**src/rtl/w5300_bus_arbiter_if.sv**
```systemverilog
// W5300 register-bus bundle between the arbiter (master) and the bus-interface FSM (slave).
interface w5300_bus_arbiter_if;
    logic [10:0] addr;
    logic [15:0] wr_data;
    logic [15:0] rd_data;
    logic        op_state;

    modport master (
        output addr,
        output wr_data,
        input  rd_data,
        input  op_state
    );

    modport slave (
        input  addr,
        input  wr_data,
        output rd_data,
        output op_state
    );
endinterface

```
**src/rtl/w5300_bus_arbiter.sv**
```systemverilog
// Round-robin owner arbiter for the shared W5300 register bus.
// An owner keeps the bus for a whole multi-access sequence until it drops
// its request or the watchdog revokes it. Re-arbitration only happens once
// the bus interface reports idle, so an access is never cut in half.
module w5300_bus_arbiter #(
    parameter int          NUM_REQ        = 4,
    // bit 10 is the rd/wr flag (1 = read), bits 9:0 the register offset
    parameter logic [10:0] IDLE_ADDR      = 11'h7FE,
    parameter int          TIMEOUT_CYCLES = 65535
) (
    input  logic                    clk,
    input  logic                    rst_n,
    input  logic [NUM_REQ-1:0]      req_i,
    input  logic [NUM_REQ*11-1:0]   req_addr_i,
    input  logic [NUM_REQ*16-1:0]   req_wr_data_i,
    output logic [NUM_REQ-1:0]      grant_o,
    output logic [NUM_REQ-1:0]      req_op_state_o,
    output logic [15:0]             req_rd_data_o,
    output logic                    timeout_err_o,
    w5300_bus_arbiter_if.master     bus
);

    localparam int IW     = (NUM_REQ > 1) ? $clog2(NUM_REQ) : 1;
    localparam int TW_RAW = $clog2(TIMEOUT_CYCLES + 1);
    localparam int TW     = (TW_RAW < 1) ? 1 : TW_RAW;
    localparam logic [TW-1:0] TLIM = (TIMEOUT_CYCLES == 0) ? {TW{1'b0}} : TW'(TIMEOUT_CYCLES - 1);
    localparam logic [IW-1:0] LAST = IW'(NUM_REQ - 1);

    typedef enum logic [1:0] {
        ST_IDLE    = 2'd0,
        ST_OWNED   = 2'd1,
        ST_RELEASE = 2'd2
    } state_e;

    state_e               state_q, state_d;
    logic [IW-1:0]        owner_q, owner_d;
    logic [IW-1:0]        rr_ptr_q, rr_ptr_d;
    logic [TW-1:0]        timer_q, timer_d;
    logic [NUM_REQ-1:0]   grant_q, grant_d;
    logic                 timeout_err_q, timeout_err_d;
    logic [IW-1:0]        pick_s;
    logic                 found_s;

    assign grant_o       = grant_q;
    assign timeout_err_o = timeout_err_q;
    assign req_rd_data_o = bus.rd_data;

    // Round-robin scan: first set request at or above rr_ptr, wrapping.
    always_comb begin
        int            sum_v;
        logic [IW-1:0] cand_v;
        pick_s  = {IW{1'b0}};
        found_s = 1'b0;
        sum_v   = 0;
        cand_v  = {IW{1'b0}};
        for (int i = 0; i < NUM_REQ; i++) begin
            sum_v = int'(rr_ptr_q) + i;
            if (sum_v >= NUM_REQ) begin
                sum_v = sum_v - NUM_REQ;
            end else begin
                sum_v = sum_v;
            end
            cand_v = IW'(sum_v);
            if (!found_s && req_i[cand_v]) begin
                found_s = 1'b1;
                pick_s  = cand_v;
            end else begin
                found_s = found_s;
            end
        end
    end

    // Next-state logic and bus mux; the mux only ever reads the owner's slice.
    always_comb begin
        state_d       = state_q;
        owner_d       = owner_q;
        rr_ptr_d      = rr_ptr_q;
        timer_d       = timer_q;
        grant_d       = grant_q;
        timeout_err_d = 1'b0;
        bus.addr      = IDLE_ADDR;
        bus.wr_data   = 16'h0000;
        case (state_q)
            ST_IDLE: begin
                if ((|req_i) && bus.op_state && found_s) begin
                    owner_d  = pick_s;
                    grant_d  = {{(NUM_REQ-1){1'b0}}, 1'b1} << pick_s;
                    rr_ptr_d = (pick_s == LAST) ? {IW{1'b0}} : pick_s + {{(IW-1){1'b0}}, 1'b1};
                    timer_d  = {TW{1'b0}};
                    state_d  = ST_OWNED;
                end else begin
                    state_d  = ST_IDLE;
                end
            end
            ST_OWNED: begin
                bus.addr    = req_addr_i[int'(owner_q)*11 +: 11];
                bus.wr_data = req_wr_data_i[int'(owner_q)*16 +: 16];
                if (timer_q == {TW{1'b1}}) begin
                    timer_d = timer_q;
                end else begin
                    timer_d = timer_q + {{(TW-1){1'b0}}, 1'b1};
                end
                // a voluntary release wins over an expiring watchdog
                if (!req_i[owner_q]) begin
                    grant_d = {NUM_REQ{1'b0}};
                    state_d = ST_RELEASE;
                end else if ((TIMEOUT_CYCLES != 0) && (timer_q == TLIM)) begin
                    grant_d       = {NUM_REQ{1'b0}};
                    timeout_err_d = 1'b1;
                    state_d       = ST_RELEASE;
                end else begin
                    state_d = ST_OWNED;
                end
            end
            ST_RELEASE: begin
                // let the in-flight access finish before anyone else gets the bus
                if (bus.op_state) begin
                    state_d = ST_IDLE;
                end else begin
                    state_d = ST_RELEASE;
                end
            end
            default: begin
                grant_d = {NUM_REQ{1'b0}};
                state_d = ST_IDLE;
            end
        endcase
    end

    // Route op_state to the current owner only.
    always_comb begin
        req_op_state_o = {NUM_REQ{1'b0}};
        for (int i = 0; i < NUM_REQ; i++) begin
            if ((state_q == ST_OWNED) && (owner_q == IW'(i))) begin
                req_op_state_o[i] = bus.op_state;
            end else begin
                req_op_state_o[i] = 1'b0;
            end
        end
    end

    // State and bookkeeping registers.
    always_ff @(posedge clk or negedge rst_n) begin
        if (!rst_n) begin
            state_q       <= ST_IDLE;
            owner_q       <= {IW{1'b0}};
            rr_ptr_q      <= {IW{1'b0}};
            timer_q       <= {TW{1'b0}};
            grant_q       <= {NUM_REQ{1'b0}};
            timeout_err_q <= 1'b0;
        end else begin
            state_q       <= state_d;
            owner_q       <= owner_d;
            rr_ptr_q      <= rr_ptr_d;
            timer_q       <= timer_d;
            grant_q       <= grant_d;
            timeout_err_q <= timeout_err_d;
        end
    end

endmodule

```
**src/flat_wrapper.sv**
```systemverilog
// flat-port wrapper written by rule: the top's interface ports become plain ports
module w5300_bus_arbiter_flat 
#(
    parameter int          NUM_REQ        = 4,
                                                                        
    parameter logic [10:0] IDLE_ADDR      = 11'h7FE,
    parameter int          TIMEOUT_CYCLES = 65535
)
  (clk, rst_n, req_i, req_addr_i, req_wr_data_i, grant_o, req_op_state_o, req_rd_data_o, timeout_err_o, bus_addr, bus_wr_data, bus_rd_data, bus_op_state);
  w5300_bus_arbiter_if bus_i ();
  input  logic clk;
  input  logic rst_n;
  input  logic [NUM_REQ-1:0] req_i;
  input  logic [NUM_REQ*11-1:0] req_addr_i;
  input  logic [NUM_REQ*16-1:0] req_wr_data_i;
  output logic [NUM_REQ-1:0] grant_o;
  output logic [NUM_REQ-1:0] req_op_state_o;
  output logic [15:0] req_rd_data_o;
  output logic timeout_err_o;
  output wire logic [$bits(bus_i.addr)-1:0] bus_addr;
  output wire logic [$bits(bus_i.wr_data)-1:0] bus_wr_data;
  input wire logic [$bits(bus_i.rd_data)-1:0] bus_rd_data;
  input wire logic [$bits(bus_i.op_state)-1:0] bus_op_state;
  assign bus_addr = bus_i.addr;
  assign bus_wr_data = bus_i.wr_data;
  assign bus_i.rd_data = bus_rd_data;
  assign bus_i.op_state = bus_op_state;
  w5300_bus_arbiter #(.NUM_REQ(NUM_REQ), .IDLE_ADDR(IDLE_ADDR), .TIMEOUT_CYCLES(TIMEOUT_CYCLES)) u_core (.clk(clk), .rst_n(rst_n), .req_i(req_i), .req_addr_i(req_addr_i), .req_wr_data_i(req_wr_data_i), .grant_o(grant_o), .req_op_state_o(req_op_state_o), .req_rd_data_o(req_rd_data_o), .timeout_err_o(timeout_err_o), .bus(bus_i));
endmodule
```
**config.mk**
```make
export PLATFORM = sky130hd
export DESIGN_NAME = w5300_bus_arbiter_flat
export DESIGN_NICKNAME = d
export VERILOG_FILES = /design/src/rtl/w5300_bus_arbiter_if.sv /design/src/rtl/w5300_bus_arbiter.sv /design/src/flat_wrapper.sv
export SDC_FILE = /design/constraint.sdc
export NUM_CORES = 1
export LEC_CHECK = 0
export BUFFER_PORTS_ARGS = -buffer_cell sky130_fd_sc_hd__buf_2
export CAP_MARGIN = 5
export CORE_ASPECT_RATIO = 1.75
export CORE_MARGIN = 10
export CORE_UTILIZATION = 38
export CTS_BUF_LIST = sky130_fd_sc_hd__clkbuf_8 sky130_fd_sc_hd__clkbuf_16
export CTS_CLUSTER_DIAMETER = 100
export DETAILED_ROUTE_END_ITERATION = 16
export PLACE_DENSITY = 0.78
export SETUP_SLACK_MARGIN = 0.3
export SLEW_MARGIN = 10
export SYNTH_ARGS = -nofsm -noshare
export SYNTH_HDL_FRONTEND = slang
export SYNTH_SLANG_ARGS = --single-unit
```
**constraint.sdc**
```tcl
create_clock -name clk -period 1.8 [get_ports clk]
set_input_delay 0.45 -clock clk [delete_from_list [all_inputs] [get_ports clk]]
set_output_delay 0.45 -clock clk [all_outputs]
set_load 0.03 [all_outputs]
```
[After elaboration in Yosys (flattened, before gate mapping)]
Index checks and enable logic that the tools add are counted.
Operators by class
  add/subtract/negate cells: 9
  multipliers: 1
  $lt $le $gt $ge: 9
  eq/ne operators: 11
  shift-type cells: 3
  multiplexer cells: 44
  bitwise gates (word level): 1
  reduce and logical (&&, ||, !) cells: 19
Operators by type and width (count)
  indexed part select 64 x 7 -> 16 bit: 1
  2-to-1 mux 16 bit: 3
  indexed part select 44 x 32 -> 11 bit: 1
  equality test 16 bit, second input constant: 2
  one-hot mux 16 bit (2 select lines): 1
  2-to-1 mux 2 bit: 12
  2-to-1 mux 1 bit: 17
  adder 16 x 1 -> 16 bit, second input constant: 1
  < comparator 2 x 3 -> 1 bit, second input constant: 5
  2-to-1 mux 4 bit: 3
  one-hot mux 4 bit (3 select lines): 1
  2-to-1 mux 11 bit: 1
  binary-select mux 1 bit (select 2 bit): 5
  >= comparator 3 bit, second input constant: 3
  logical AND 1 bit: 9
  equality test 2 bit, second input constant: 4
  subtractor 2 x 1 -> 2 bit, second input constant: 4
  adder 2 x 2 -> 3 bit, second input constant: 2
  multiplier 2 x 4 -> 6 bit, second input constant: 1
  one-hot mux 2 bit (3 select lines): 1
  AND reduction 3 bit: 2
  equality test 2 x 1 -> 1 bit, second input constant: 2
  zero test 2 bit: 2
  OR reduction 4 bit: 1
  11 further kinds: 13
Storage, ports and cells
  register bits after elaboration: 27
  input port bits: 131
  output and inout port bits: 52
  logic and storage cells: 103

[Longest topological paths before layout]
Gate-level depths: netlist of run 1.
  depth in word-level cells: 17
  mapped depth: 7

[Worst setup path after synthesis of run 1]
OpenSTA, ideal clock, no wires.
  path type: register -> output
  start: register u_core.state_q[1]
  end: output req_op_state_o[2]
  arrival time: 1.704 ns
  data required time: 1.350 ns
  slack: -0.354 ns
  stages on the path, launching flop included: 5
  cell sequence: dfrtp_1 and2b_1 buf_2 nand2_1 nor3b_1
Between the ends
  cells in the longest elaborated chain, start to end: 3
Ends and longest elaborated chain
  from (decl): RTL line w5300_bus_arbiter.sv:35  | state_e state_q, state_d;
  from (signal assigned): RTL line w5300_bus_arbiter.sv:152  | state_q <= state_d;
  equality test 2 x 1 -> 1 bit: RTL line w5300_bus_arbiter.sv:134  | if ((state_q == ST_OWNED) && (owner_q == IW'(i))) begin
  logical AND 1 bit: RTL line w5300_bus_arbiter.sv:134
  2-to-1 mux 1 bit: RTL line w5300_bus_arbiter.sv:134
  to (decl): RTL line flat_wrapper.sv:17  | output logic [NUM_REQ-1:0] req_op_state_o;
Every way passes these cells.

[Worst setup path in the final report of run 1]
  start: register u_core.owner_q[0]
  end: output bus_addr[2]
Between the ends
  cells in the longest elaborated chain, start to end: 3
Ends and longest elaborated chain
  from (decl): RTL line w5300_bus_arbiter.sv:36  | logic [IW-1:0] owner_q, owner_d;
  from (signal assigned): RTL line w5300_bus_arbiter.sv:146  | owner_q <= {IW{1'b0}};
  from (signal assigned): RTL line w5300_bus_arbiter.sv:153  | owner_q <= owner_d;
  multiplier 2 x 4 -> 6 bit: RTL line w5300_bus_arbiter.sv:96  | bus.addr = req_addr_i[int'(owner_q)*11 +: 11];
  indexed part select 44 x 32 -> 11 bit: RTL line w5300_bus_arbiter.sv:96
  2-to-1 mux 11 bit: RTL line w5300_bus_arbiter.sv:83  | case (state_q)
  to (decl): RTL line flat_wrapper.sv:20  | output wire logic [$bits(bus_i.addr)-1:0] bus_addr;
Every way passes these cells.

==> results of run 1 <==
-- metrics by stage --
stage               instance area [um^2]  hold slack (ps)  instances
finish                              4562            189.1        496
global route                        4562            246.8        496
CTS                                 4233            216.5        488
detailed placement                  3712            499.1        471
global placement                    3712            484.5        471
floorplan                           2873            154.4        242
-- where the power goes --
part	total [mW]	switching (mW)	internal, mW
Clock	0.520	0.217	0.303
Sequential	0.907	0.166	0.741
Combinational	4.76	2.18	2.58
Total	6.18	2.56	3.62
-- state kept, by name, summed over array words and instances, names as in the netlist --
name,cells
u_core.state_q,2
u_core.timer_q,16
u_core.timeout_err_o,1
u_core.rr_ptr_q,2
u_core.grant_o,4
u_core.owner_q,2
-- layer usage --
| metal | vias up | global-route usage [%] | wire length, um |
|---|---|---|---|
| met5 | - | 0 | 0 |
| met4 | 0 | 5.734 | 332 |
| met3 | 26 | 3.255 | 764 |
| met2 | 122 | 38.67 | 6516 |
| met1 | 1436 | 18.93 | 3705 |
| li1 | 1269 | - | - |
-- area by class of cell --
type                    instances  area (um^2)
clock inverters                 1        7.507
fillers                       425         2026
flip-flops and latches         27        684.4
repair buffers                198         1464
well taps                      82        102.6
clock buffers                   3        75.07
multi-input cells             179         2206
inverters                       6        22.52
-- cells in the mapped netlist (all sizes together), types with 2 or more instances --
cell type and instances:
nor4 3, inv 6, clkbuf 7, ha 6, a21oi 10, o41ai 2, mux2i 8, nand2b 13
nand2 16, or4 4, or3 2, and3 2, nor3b 5, o311ai 3, dfrtp 27, mux4 28
nor2 6, and4 4, buf 24, o211ai 3, nor3 7, o21ai 6, and2 18, nand4 5
o31ai 4, nand3 10, o2bb2ai 4
-- worst max-delay path, stage by stage, from the launching register on --
cell and delay, ps:
dfrtp_2 420, buf_6 120, buf_12 120, mux4_2 520
nand2b_4 170, buf_6 140
-- cell usage in the layout, fill, tap and decap left out, drive strengths merged, types with 7 or more instances in the layout --
cell and n:
a21oi 10, dfrtp 27, mux2i 8, buf 198, mux4 28, nand2b 13
nand3 10, nor3 7, nand2 17, and2 18
-- cells by family after synthesis --
| family | count (synthesis) |
|---|---|
| compound gates | 37 |
| fa+ha+maj | 6 |
| buf+inv | 37 |
| flops | 27 |
| mux | 37 |
| simple gates | 98 |
-- timing repair --
item | in CTS | in global routing
setup endpoints to repair | 55 | 58
hold buffers | 0 | 0
setup buffers | 11 | 7
pin swaps | 24 | 25
gates cloned | 2 | 1
resized for setup | 82 | 57
-- how the worst min path moves through the flow --
stage | to | slack, ps | depth (start not counted)
after floorplan | u_core.grant_o[0] | 150 | 0
after global placement | u_core.timer_q[7] | 480 | 1
after detailed placement | u_core.timer_q[11] | 500 | 1
after CTS | u_core.timer_q[15] | 220 | 1
after global routing | u_core.timer_q[11] | 250 | 1
final | u_core.timer_q[11] | 190 | 1
==> results.py, run 1 <==
metrics = {
    "outcome": {
        "outcome": "finished, violations left",
        "violations": "negative setup slack",
    },
    "cts": {
        "cts_num_sinks": 27,
        "h-tree-depth": 1,
        "path_clk_slew_ps": 70,
        "cts-buffers-inserted": 3,
        "cts-root-buf": "clkbuf_16",
        "clkLatencyLatePin_ps": 270,
        "cts.path.max_buffers": 2,
        "cts_tree": "built",
    },
    "placed_design": {
        "dp_hpwl_um": 8417,
        "gp_congestion": 0.9167,
        "pre_cts_ws_ps": -123.9,
        "port_buffers": 150,
    },
    "synth": {
        "synthAdderAreaFrac_pct": 2.906,
        "netlist_area_um2": 2584,
        "syn_inst": 242,
        "ys_types": 46,
        "synth_area_leader_cell": "dfrtp_1",
        "synth-compound-area-share_pct": 9.685,
        "synth_edf_count": 0,
        "synth_nets": 379,
        "yosys_most_used_dff": "dfrtp_1",
        "avgSynthCellArea_um2": 10.68,
        "async_flop_share_pct": 100.0,
        "yosys_warnings": 0,
        "ys_seq_elements": 27,
        "synth_simple_gate_area_share_pct": 25.23,
        "synthTopCellsByArea": "dfrtp_1 (26%), mux4_2 (24%), buf_4 (4.6%)",
        "muxShareOfSynthArea_pct": 27.94,
        "synth_top_area_share_pct": 26.15,
        "synth-xor-area-share_pct": 0,
        "seq_area_frac_synth_pct": 26.15,
        "synth_top_family_by_area": "multiplexers",
    },
    "drt": {
        "vias": 2853,
        "detail-route-antenna-nets": 0,
        "dr.pass1.iters": 4,
        "routed_wl_um": 11320,
        "drtIter0Drc": 153,
        "wl_per_cell_um": 22.82,
        "drc_errors": 0,
        "drt-vias-per-instance": 5.752,
    },
    "die": {
        "ios": 183,
        "dieArea_um2": 10630,
        "die_x_um": 82.33,
        "floorplan.initialDensity_pct": 39.22,
        "chipHeight_um": 129.1,
        "num_rows": 39,
        "coreArea_um2": 6588,
    },
    "sta": {
        "setup_slack_ps": -410.8,
        "period_minus_slack_ps": 2211,
        "fin_crit_sh_pct": 122.8,
        "fmax_ghz": 0.4523,
        "skew_ps": 5.100,
        "maxSlewHeadroom_pct": 58.95,
        "report.final.setup_viol": 31,
        "hold_viol_final": 0,
        "rsz0062_at_grt": "true",
        "maxSlewViolCount": 0,
        "fin_tns_setup_ps": -10890,
        "worstMarginPinSlew_ps": 615.7,
    },
    "final_layout": {
        "drive_gt1_share_pct": 76.81,
        "post-route-util_pct": 69.25,
        "antennaDiodeCount": 0,
        "finalNetCount": 552,
        "syn_to_final_growth_pct": 76.56,
    },
    "critical_path": {
        "cp.required_ps": 1350,
        "r2r_slack_ps": 70,
        "critPathKind": "reg2out",
        "cp_max_fo": 7,
        "crit_arrival_ps": 1760,
        "startpoint_type": "register",
        "r2r-end": "u_core.timer_q[11]",
        "endpoint": "bus_addr[2]",
        "startpoint": "u_core.owner_q[0]",
        "reg2regPathDepth": 6,
        "r2r_start": "u_core.state_q[1]",
        "endpoint_kind": "output pin",
    },
    "global_routing": {
        "antenna_found_initial": 0,
        "grt_usage_pct": 19.40,
        "grt_max_degree": 28,
        "grt_pass1_vias": 3021,
        "grt_pass1_wl_um": 16040,
        "grt-ovfl-total": 0,
    },
    "worst_hold_path": {
        "hp-class": "in2async",
    },
    "run": {
        "drv_cap": 0,
    },
    "pwr": {
        "p_leak_nw": 2.127,
        "total_power_mw": 6.183,
        "max-vdd-ir-drop_uv": 726.2,
        "powerDensity_nw_per_um2": 1355,
    },
}
Power figures use the tool's default switching activity.
==> run 2, diff against run 1 <==
--- a/config.mk
+++ b/config.mk
@@ -14,6 +14,7 @@
 export CTS_CLUSTER_DIAMETER = 100
 export DETAILED_ROUTE_END_ITERATION = 16
 export PLACE_DENSITY = 0.78
+export RECOVER_POWER = 100
 export SETUP_SLACK_MARGIN = 0.3
 export SLEW_MARGIN = 10
 export SYNTH_ARGS = -nofsm -noshare
==> run 2 against run 1 <==
Compared with the run above:
- the run still ends with negative setup slack left
- routed wire length shrank 0.52%
- sequential power is essentially flat
- sequential share of layout area grew 0.11 points
- maximum frequency is essentially flat
- final cell count is the same
- flip-flop and latch count is the same
- register-to-register slack lost 190 ps
- via count grew 0.28%
- clock-buffer cell count is the same
- combinational power shrank 1%
- final area shrank 0.74%
==> results.py, run 2 (synthesis results as in run 1) <==
metrics = {
    "critical_path": {
        "cp.depth": 5,
        "crit_arrival_ps": 1760,
        "r2r_slack_ps": -120,
        "cp_max_fo": 7,
        "endpoint_kind": "output pin",
        "cpMaxStageDelayCell": "mux4_2",
        "r2r-end": "u_core.timer_q[12]",
        "cp.required_ps": 1350,
        "r2r_start": "u_core.state_q[0]",
        "max_stage_delay_ps": 520,
        "critPathKind": "reg2out",
        "path_cells": "buf_6 > buf_12 > mux4_2 > nand2b_4 > buf_6",
        "cp_common_cell": "buf_6",
        "reg2regPathDepth": 6,
        "cpLargestDelayFamily": "multiplexers",
        "startpoint": "u_core.owner_q[0]",
        "cp_num_buf_inv": 3,
        "startpoint_type": "register",
    },
    "global_routing": {
        "grt_max_degree": 28,
        "grt-ovfl-total": 0,
        "antenna_found_initial": 0,
        "grt_pass1_vias": 3021,
        "grt_pass1_wl_um": 16040,
        "grt_usage_pct": 19.40,
    },
    "drt": {
        "wl_per_cell_um": 22.70,
        "vias": 2861,
        "routed_wl_um": 11260,
        "drc_errors": 0,
        "detail-route-antenna-nets": 0,
        "drt-vias-per-instance": 5.768,
        "dr.pass1.iters": 4,
        "drtIter0Drc": 178,
    },
    "sta": {
        "report.final.setup_viol": 32,
        "rsz0062_at_grt": "true",
        "setup_slack_ps": -410.7,
        "fin_crit_sh_pct": 122.8,
        "period_minus_slack_ps": 2211,
        "skew_ps": 4.025,
        "hold_viol_final": 0,
        "maxSlewViolCount": 0,
        "fmax_ghz": 0.4523,
        "worstMarginPinSlew_ps": 1471,
        "maxSlewHeadroom_pct": 1.929,
        "fin_tns_setup_ps": -10990,
    },
    "cts": {
        "cts-root-buf": "clkbuf_16",
        "cts_num_sinks": 27,
        "cts_tree": "built",
        "h-tree-depth": 1,
        "cts-buffers-inserted": 3,
        "ctsHoldBuffers": 0,
        "clkLatencyLatePin_ps": 270,
        "cts.path.max_buffers": 2,
        "path_clk_slew_ps": 70,
    },
    "final_layout": {
        "finalNetCount": 552,
        "antennaDiodeCount": 0,
        "largest_reg_flops": 16,
        "final_cells": 496,
        "fill_cells": 429,
        "final_common_cell": "buf_2",
        "mostFrequentLayoutCells": "buf_2 (113), buf_6 (40), mux4_2 (28), buf_4 (28), dfrtp_1 (20)",
        "top_register": "u_core.timer_q",
        "drive_gt1_share_pct": 74.88,
        "syn_to_final_growth_pct": 75.25,
    },
    "die": {
        "num_rows": 39,
        "coreArea_um2": 6588,
        "floorplan.initialDensity_pct": 39.22,
        "dieArea_um2": 10630,
        "ios": 183,
        "die_x_um": 82.33,
        "chipHeight_um": 129.1,
    },
    "run": {
        "drv_cap": 0,
    },
    "outcome": {
        "outcome": "finished, violations left",
        "violations": "negative setup slack",
    },
    "worst_hold_path": {
        "min-delay-start": "u_core.grant_o[1]",
        "min_path_cells": 1,
        "min_to": "u_core.grant_o[1]",
        "hp-class": "reg2reg",
    },
    "placed_design": {
        "gp_congestion": 0.9167,
        "dpl.cell_count": 471,
        "port_buffers": 150,
        "pre_cts_ws_ps": -123.9,
        "dp_hpwl_um": 8417,
    },
    "pwr": {
        "max-vdd-ir-drop_uv": 705.4,
        "powerDensity_nw_per_um2": 1353,
        "p_leak_nw": 2.095,
        "total_power_mw": 6.127,
    },
}
## run 2: area by class of cell
cell class | instances | area (um^2) | share of cell area (%)
Clock inverter | 1 | 7.507 | 0.1658
Tap cell | 82 | 102.6 | 2.266
Multi-Input combinational cell | 179 | 2192 | 48.41
Clock buffer | 3 | 75.07 | 1.658
Timing Repair Buffer | 198 | 1444 | 31.89
Inverter | 6 | 22.52 | 0.4974
Sequential cell | 27 | 684.4 | 15.11
## run 2: routing by layer
layer / track usage, % / vias up / wire length [um]
met5: 0 / - / 0
met4: 5.734 / 0 / 319
met3: 3.255 / 25 / 770
met2: 38.67 / 129 / 6524
met1: 18.93 / 1436 / 3645
li1: - / 1271 / -
## run 2: worst max-delay path by stage
stage	to	slack [ps]
3_5_place_dp	u_core.timer_q[12]	-120
4_1_cts	bus_addr[2]	-380
3_3_place_gp	bus_wr_data[14]	-70
6_report	bus_addr[2]	-410
2_1_floorplan	bus_addr[0]	50
5_1_grt	bus_wr_data[7]	-450
## run 2: through the flow
step	hold slack, ps	utilization (%)	area, um^2
finish	514.8	68.74	4528
global route	528.8	68.74	4528
CTS	216.5	64.25	4233
detailed placement	499.1	56.35	3712
global placement	484.5	56.35	3712
floorplan	154.4	-	2873
## run 2: where the power goes
part | switching (mW) | internal [mW]
Sequential | 0.165 | 0.741
Combinational | 2.16 | 2.54
Clock | 0.218 | 0.303
## run 2: repair_timing
action,CTS,global route
setup buffers,11,7
pin swaps,24,25
setup endpoints to repair,55,58
gates resized for setup,82,57
gates cloned,2,1
==> run 3, diff against run 2 <==
--- a/config.mk
+++ b/config.mk
@@ -8,11 +8,11 @@
 export BUFFER_PORTS_ARGS = -buffer_cell sky130_fd_sc_hd__buf_2
 export CAP_MARGIN = 5
 export CORE_ASPECT_RATIO = 1.75
-export CORE_MARGIN = 10
 export CORE_UTILIZATION = 38
 export CTS_BUF_LIST = sky130_fd_sc_hd__clkbuf_8 sky130_fd_sc_hd__clkbuf_16
 export CTS_CLUSTER_DIAMETER = 100
 export DETAILED_ROUTE_END_ITERATION = 16
+export GPL_ROUTABILITY_DRIVEN = 0
 export PLACE_DENSITY = 0.78
 export RECOVER_POWER = 100
 export SETUP_SLACK_MARGIN = 0.3
==> run 3 against run 2 <==
Compared with the run above:
- the run ends with max-capacitance violations, max-slew violations, negative setup slack left
- clock skew decreased by 2.1 ps
- global-route usage increased by 9.6 points
- maximum frequency increased by 1.4%
- first-iteration DRC count decreased by 60%
- hold slack improved by 8.3 ps
- register-to-register slack improved by 20 ps
- final cell count increased by 5.4%
- critical endpoint is now bus_wr_data[4]
- largest cell class unchanged
- largest power group unchanged
==> results.py, run 3 (synthesis results as in run 1) <==
metrics = {
    "drt": {
        "dr.pass1.iters": 4,
        "routed_wl_um": 10740,
        "detail-route-antenna-nets": 0,
        "vias": 3003,
        "drt-vias-per-instance": 5.742,
        "drc_errors": 0,
        "drtIter0Drc": 71,
        "wl_per_cell_um": 20.53,
    },
    "outcome": {
        "outcome": "finished, violations left",
        "violations": "max-capacitance violations, max-slew violations, negative setup slack",
    },
    "critical_path": {
        "cp.depth": 4,
        "cpLargestDelayFamily": "multiplexers",
        "critPathKind": "reg2out",
        "crit_arrival_ps": 1730,
        "r2r_start": "u_core.state_q[1]",
        "endpoint": "bus_wr_data[4]",
        "max_stage_delay_ps": 530,
        "endpoint_kind": "output pin",
        "r2r-end": "u_core.timer_q[5]",
        "cpMaxStageDelayCell": "mux4_2",
        "reg2regPathDepth": 9,
        "startpoint_type": "register",
        "path_cells": "buf_12 > mux4_2 > and2_4 > buf_6",
        "cp_max_fo": 14,
        "cp.required_ps": 1350,
        "r2r_slack_ps": -100,
        "startpoint": "u_core.owner_q[0]",
        "cp_num_buf_inv": 2,
    },
    "sta": {
        "fin_crit_sh_pct": 121.2,
        "worstMarginPinSlew_ps": 1561,
        "maxSlewViolCount": 28,
        "holdWs_ps": 523.1,
        "skew_ps": 1.931,
        "maxSlewHeadroom_pct": -4.094,
        "period_minus_slack_ps": 2181,
        "rsz0062_at_grt": "true",
        "setup_slack_ps": -381.0,
        "fmax_ghz": 0.4585,
        "hold_viol_final": 0,
        "report.final.setup_viol": 35,
    },
    "cts": {
        "cts_num_sinks": 27,
        "h-tree-depth": 1,
        "cts_tree": "built",
        "path_clk_slew_ps": 70,
        "cts-root-buf": "clkbuf_16",
        "ctsHoldBuffers": 0,
        "cts.path.max_buffers": 2,
        "cts-buffers-inserted": 3,
        "clkLatencyLatePin_ps": 270,
    },
    "placed_design": {
        "port_buffers": 150,
        "dp_hpwl_um": 6784,
    },
    "global_routing": {
        "grt_pass1_vias": 3075,
        "grt-ovfl-total": 0,
        "antenna_found_initial": 3,
        "grt_usage_pct": 29.01,
        "grt_pass1_wl_um": 15730,
        "grt_max_degree": 28,
    },
    "run": {
        "drv_cap": 1,
    },
    "die": {
        "die_x_um": 64.33,
        "num_rows": 39,
        "chipHeight_um": 111.1,
        "coreArea_um2": 6539,
        "ios": 183,
        "floorplan.initialDensity_pct": 39.51,
        "dieArea_um2": 7146,
    },
    "final_layout": {
        "finalNetCount": 577,
        "largest_reg_flops": 16,
        "final_common_cell": "buf_2",
        "mostFrequentLayoutCells": "buf_2 (111), buf_6 (56), buf_4 (40)",
        "top_register": "u_core.timer_q",
        "syn_to_final_growth_pct": 87.89,
        "drive_gt1_share_pct": 80.18,
    },
    "pwr": {
        "powerDensity_nw_per_um2": 1340,
        "p_leak_nw": 2.261,
        "total_power_mw": 6.503,
        "max-vdd-ir-drop_uv": 759.4,
    },
    "worst_hold_path": {
        "hp-class": "reg2reg",
    },
}
-- run 3: changes by cell type in the layout (fill, tap and decap cells not counted), moves of 3 or more --
cell,delta
nand2_1,-3
nand2_2,+3
buf_4,+12
dfrtp_1,-3
nand3_1,-3
buf_6,+16
ha_1,-3
dfrtp_2,+3
-- run 3: final cells by class --
class	instances	area, um^2
inverters	6	25.02
clock inverters	1	3.754
multi-input cells	179	2261
well taps	82	102.6
clock buffers	3	75.07
fillers	414	1684
repair buffers	223	1694
flip-flops and latches	27	688.2
diodes	2	5.005
-- run 3: power by group --
part / internal (mW) / switching, mW
Combinational: 2.78 / 2.26
Clock: 0.299 / 0.229
Sequential: 0.744 / 0.191
-- run 3: timing repair --
item / in CTS / in global routing
setup buffers: 25 / 22
pin swaps: 24 / 32
resized for setup: 115 / 59
cloned: 1 / 0
setup endpoints to repair: 52 / 58
hold endpoints to repair: 0 / 0
-- run 3: metrics by stage --
stage	cells	setup TNS, ps	instance area [um^2]	setup slack [ps]	utilization, %
global placement	469	-1786	3722	-73.13	56.93
floorplan	242	0	2873	45.95	-
detailed placement	469	-2226	3722	-91.74	56.93
global route	523	-12170	4855	-427.4	74.24
finish	523	-9709	4855	-381.0	74.24
CTS	499	-9007	4468	-347.5	68.33
-- run 3: how the worst min path moves through the flow --
stage | start | to | depth (start not counted)
final | u_core.grant_o[3] | u_core.grant_o[3] | 1
after global routing | u_core.grant_o[0] | u_core.grant_o[0] | 1
after CTS | rst_n | u_core.timeout_err_o | 1
after detailed placement | rst_n | u_core.timeout_err_o | 1
after global placement | rst_n | u_core.timeout_err_o | 1
after floorplan | rst_n | u_core.grant_o[0] | 0
-- run 3: per-layer routing --
layer | track usage (%) | share of wire [%]
met1 | 28.03 | 32
met2 | 53.96 | 55
met3 | 6.379 | 6.5
met4 | 16.59 | 6.3
met5 | 0 | 0.12
